File: src/rtl/mpc_mul_share_arbiter.sv
// Round-robin scheduler sharing one pipelined signed multiplier among N
// requesters. Grants one operand pair per enabled cycle, tracks the owner of
// each in-flight product through a tag pipeline matched to the multiplier
// latency, and returns each product tagged with its requester ID.
module mpc_mul_share_arbiter #(
    parameter int N   = 4,
    parameter int AW  = 21,
    parameter int BW  = 8,
    parameter int PW  = AW + BW,
    parameter int LAT = 3,
    parameter int IDW = $clog2(N)
) (
    input  logic                         clk,
    input  logic                         rst,
    input  logic                         ce,
    input  logic [N-1:0]                 req_valid,
    input  logic [N*AW-1:0]              req_a,
    input  logic [N*BW-1:0]              req_b,
    output logic [N-1:0]                 req_ready,
    output logic signed [AW-1:0]         mul_a,
    output logic signed [BW-1:0]         mul_b,
    output logic                         mul_ce,
    input  logic signed [PW-1:0]         mul_p,
    output logic                         rsp_valid,
    output logic [IDW-1:0]               rsp_id,
    output logic signed [PW-1:0]         rsp_p,
    output logic [$clog2(LAT+1)-1:0]     in_flight
);

    localparam int CW = $clog2(LAT + 1);

    // Unpacked views of the packed operand buses
    logic signed [AW-1:0] a_arr [N];
    logic signed [BW-1:0] b_arr [N];

    for (genvar i = 0; i < N; i++) begin : g_unpack
        assign a_arr[i] = req_a[i*AW +: AW];
        assign b_arr[i] = req_b[i*BW +: BW];
    end

    // Control state: round-robin pointer, valid pipe, tag pipe, occupancy
    logic [IDW-1:0] rr_ptr;
    logic [LAT-1:0] vld_p;
    logic [IDW-1:0] tag_p [LAT];
    logic [LAT-1:0] vld_nxt;

    // Arbitration results
    logic           grant_any;
    logic [IDW-1:0] gidx;
    logic [IDW-1:0] ptr_nxt;
    logic [IDW:0]   scan_sum;
    logic [IDW-1:0] scan_idx;

    function automatic logic [CW-1:0] popcnt(input logic [LAT-1:0] v);
        logic [CW-1:0] c;
        c = '0;
        for (int k = 0; k < LAT; k++) begin
            if (v[k]) c = c + 1'b1;
        end
        return c;
    endfunction

    // Round-robin search from rr_ptr upward, wrapping modulo N; reset and ce gate the grant
    always_comb begin
        grant_any = 1'b0;
        gidx      = '0;
        scan_sum  = '0;
        scan_idx  = '0;
        for (int off = 0; off < N; off++) begin
            scan_sum = {1'b0, rr_ptr} + (IDW+1)'(off);
            if (scan_sum >= (IDW+1)'(N)) scan_sum = scan_sum - (IDW+1)'(N);
            scan_idx = scan_sum[IDW-1:0];
            if (!grant_any && req_valid[scan_idx]) begin
                grant_any = 1'b1;
                gidx      = scan_idx;
            end
        end
        if (!(ce && rst)) begin
            grant_any = 1'b0;
        end
        ptr_nxt = (gidx == IDW'(N - 1)) ? '0 : gidx + 1'b1;
    end

    // Grant and multiplier operand drive; bubbles present zero operands
    always_comb begin
        req_ready = '0;
        mul_a     = '0;
        mul_b     = '0;
        if (grant_any) begin
            req_ready[gidx] = 1'b1;
            mul_a           = a_arr[gidx];
            mul_b           = b_arr[gidx];
        end
    end

    // Next-state of the valid pipe: new issue enters at stage 0
    always_comb begin
        vld_nxt    = '0;
        vld_nxt[0] = grant_any;
        for (int k = 1; k < LAT; k++) begin
            vld_nxt[k] = vld_p[k-1];
        end
    end

    // Pointer, valid/tag pipelines and occupancy advance only on enabled edges
    always_ff @(posedge clk or negedge rst) begin
        if (!rst) begin
            rr_ptr    <= '0;
            vld_p     <= '0;
            in_flight <= '0;
            for (int k = 0; k < LAT; k++) begin
                tag_p[k] <= '0;
            end
        end else if (ce) begin
            if (grant_any) begin
                rr_ptr <= ptr_nxt;
            end
            vld_p     <= vld_nxt;
            in_flight <= popcnt(vld_nxt);
            tag_p[0]  <= gidx;
            for (int k = 1; k < LAT; k++) begin
                tag_p[k] <= tag_p[k-1];
            end
        end
    end

    assign mul_ce    = ce;
    assign rsp_valid = ce & vld_p[LAT-1];
    assign rsp_id    = tag_p[LAT-1];
    assign rsp_p     = mul_p;

endmodule

File: config.mk
export PLATFORM = sky130hd
export DESIGN_NAME = mpc_mul_share_arbiter
export DESIGN_NICKNAME = d
export VERILOG_FILES = /design/src/rtl/mpc_mul_share_arbiter.sv
export SDC_FILE = /design/constraint.sdc
export NUM_CORES = 1
export LEC_CHECK = 0
export ABC_CLOCK_PERIOD_IN_PS = 1600
export CAP_MARGIN = 20
export CORE_MARGIN = 2
export CORE_UTILIZATION = 25
export DETAILED_ROUTE_END_ITERATION = 10
export MAX_ROUTING_LAYER = met4
export PLACE_DENSITY = 0.78
export REMOVE_ABC_BUFFERS = 1
export SLEW_MARGIN = 30
export SYNTH_ARGS = -nofsm -noshare
export SYNTH_HDL_FRONTEND = slang
export SYNTH_SLANG_ARGS = --single-unit
File: constraint.sdc
create_clock -name clk -period 1.6 [get_ports clk]
set_input_delay 0.16 -clock clk [delete_from_list [all_inputs] [get_ports clk]]
set_output_delay 0.16 -clock clk [all_outputs]
set_load 0.05 [all_outputs]
==> key figures <==
Status
  – Outcome: finished with violations
  – Failing checks: negative setup slack

Power and ir drop
  – Total Power: 5620 uW
  – Leakage power: 0.00178 uW
  – VDD IR-drop max: 0.000543 V
  – Power Density: approximately 1200 mW/mm^2

STA
  – Setup tns final: -15.59 ns
  – Final period util: 132%
  – Worst slew margin: 79.8%
  – Tightest Pin Transition: 0.303 ns
  – Min Hold Slack: 0.320 ns
  – Setup violations, final: 35
  – Final hold vios: 0
  – Fin crit period: 2.11 ns
  – F_max: 0.473 GHz
  – Worst setup margin: -0.514 ns
  – Slew Limit Fails: 0
  – RSZ-0062 raised after global routing: true
  – Worst Skew: 0.00138 ns

Floorplanning
  – DIE AREA: 0.00840 mm^2
  – I/O Pins: 220
  – Std-Cell Rows: 31
  – Die height: between 90 and 100 um
  – Die W: 91.7 um
  – Initial Util: 26.2%
  – Core area: about 0.0073 mm^2

Worst hold path
  – Hold/Removal Path Class: in -> out
  – Hold path cells: 0
  – Hold path startpoint: mul_p[24]
  – Hold Path End: rsp_p[24]

Logic synthesis
  – Post-synth top cells: 58 x mux2i_1, 35 x buf_4, 29 x o22ai_1
  – Register area share after synthesis: approximately 17%
  – Commonest register cell after synthesis: dfrtp_1
  – Synth top area cells: mux2i_1 30%, dfrtp_1 17%, buf_4 14%
  – Post-synth top area cell: mux2i_1
  – Synthesized flop and latch total: 13
  – Synthesized area per cell: 9.85 um^2
  – Cell variety after synth: 32
  – Post-synth EDFFs: 0
  – Synth Cell Area: 0.00192 mm^2
  – Most frequent cell after synthesis: mux2i_1
  – Ys Warns: 0
  – Post-synth ARST share: 100%
  – Synth top area share: 30.2%
  – Gate Count Post-Synth: 195

Finish
  – Layout Cells excl Fill: 441
  – Layout cells sized above 1: between 40% and 50%
  – Nets: 498
  – Synth-to-layout area growth: 135%
  – Seq. cell area: 328 um^2
  – Area of the multi-input gates: 0.00167 mm^2
  – Diodes inserted: 0
  – Fillers: 539

Clock network
  – Clock slew at reported path FFs: 0.05 ns
  – Number of H-tree levels: 1
  – CTS root buf: clkbuf_8
  – Worst-Skew Late Latency: between 0.2 and 0.25 ns
  – Clock Sinks: 13
  – CTS tree: built
  – Num CTS Buffers: 3
  – Clock buffer depth: 2

Setup path
  – Worst Setup Path Type: reg -> out
  – WP data arrival: approximately 2 ns
  – Reg-to-Reg Start: rr_ptr[0]
  – Crit path capture type: output pin
  – Critical Path RT: 1.44 ns
  – CP cell instances: nor2b_4, nor2_4, o211ai_4, buf_12, buf_12, mux2i_2, o22ai_2, buf_12
  – Critical R2R Capture: rr_ptr[0]
  – CP most frequent cell: buf_12
  – Slowest cell on crit path: dfrtp_2
  – Max incr delay on CP: 0.43 ns
  – Flop2flop setup slack: -0.12 ns
  – Critical Path Source Type: register
  – R2R cell count: 9
  – CP max FO: 5

Detailed routing
  – Starting DRT DRC Count: 42
  – Vias: 2152
  – Drt first pass iters: 4
  – Vias per cell: 4.88
  – Drt total wl: 10.1 mm
  – # DRC: 0
  – Post-route ant nets: 0
  – Avg WL per Cell: 22.8 um

Run
  – MaxCap Viol Count: 0

Global routing
  – Gr usage total: 21.9%
  – First-pass GRT wire length: 13.6 mm
  – Grt ovf: 0
  – Largest net degree at the start of global routing: 31
  – Initial antenna violation count: 0
  – Number of global-route vias before repair: roughly 2300

Placed design
  – Setup WS pre-CTS: -0.586 ns
  – Placed cell count: 426
  – Final GP Congestion: 0.876
  – I/O Buffers: 161
  – Post-DP HPWL: approximately 7.6 mm
==> what timing repair did <==
item	in CTS	in global routing
cloned	2	3
resized for setup	52	59
pin swaps	5	21
hold buffers	0	0
buffers inserted	6	2
setup endpoints to repair	37	38
==> flip-flops by register name (all words and copies together), names as in the netlist <==
name and cells:
rr_ptr 2, in_flight 2, tag_p 4, rsp_id 2, vld_p 3
==> worst max-delay path: cells and delay by family (launching register included) <==
family	cells	cell delay, ns
AND/OR/NAND/NOR	2	0.22
multiplexers	1	0.24
AO/OA/AOI/OAI	2	0.33
buffers and inverters	3	0.48
flip-flops	1	0.43
==> worst max-delay path by stage <==
stage	start	end	slack, ns	cells after the start
2_1_floorplan	rr_ptr[0]	mul_a[0]	-0.96	5
3_3_place_gp	req_valid[3]	mul_a[13]	-0.57	7
3_5_place_dp	req_valid[1]	mul_a[13]	-0.59	8
4_1_cts	rr_ptr[0]	mul_a[2]	-0.52	9
5_1_grt	rr_ptr[0]	mul_a[0]	-0.58	7
6_report	rr_ptr[0]	mul_b[0]	-0.51	8
==> stage by stage <==
stage | cell area [um^2] | utilization [%]
final | 4510 | 61.6
after global routing | 4510 | 61.6
after CTS | 4200 | 57.3
after detailed placement | 3790 | 51.7
after global placement | 3790 | 51.7
after floorplan | 1510 | -
==> cells by family after synthesis <==
kind of cell / after synthesis / share of synthesized area (%)
muxes: 67 / 35.5
buffers and inverters: 50 / 22.1
AOI/OAI and AO/OA: 38 / 16.0
and+or+nand+nor: 23 / 7.04
DFF: 13 / 16.9
adders and majority gates: 3 / 1.95
xor gates and xnor gates: 1 / 0.456
==> cell type report <==
type                       count  area share, %
inverter                       4          0.554
timing repair buffer         189           51.6
multi-input combinational    132           36.9
tap                           99           2.74
sequential                    13           7.26
clock buffer                   4          0.998
==> power by group <==
group          internal, uW  switching [uW]
sequential              455             110
combinational          2560            2220
clock                   175             109
==> per-layer routing <==
metal | track usage, % | vias to the layer above | wire, um
met5 | - | - | 0
met4 | 4.55 | 0 | 204
met3 | 12.3 | 16 | 1370
met2 | 38.4 | 153 | 5260
met1 | 21.2 | 1002 | 3230
li1 | - | 981 | -
==> placed cells by master, fill, tap and decap left out, types with 2 or more instances in the layout <==
cell / n
clkdlybuf4s50_1: 118
mux2i_2: 11
nor2_1: 3
ha_1: 2
nand2_1: 4
mux2i_4: 16
mux2i_1: 31
o22ai_2: 28
buf_6: 4
nor2b_4: 2
nand2_2: 3
dfrtp_1: 11
buf_12: 43
mux2_2: 8
inv_1: 2
buf_4: 16
clkbuf_8: 3
clkbuf_2: 2
dlygate4sd2_1: 2
nor2_4: 3
a21oi_1: 2
dfrtp_2: 2
clkbuf_16: 2
Note: power is estimated with default switching activity, not from simulation.
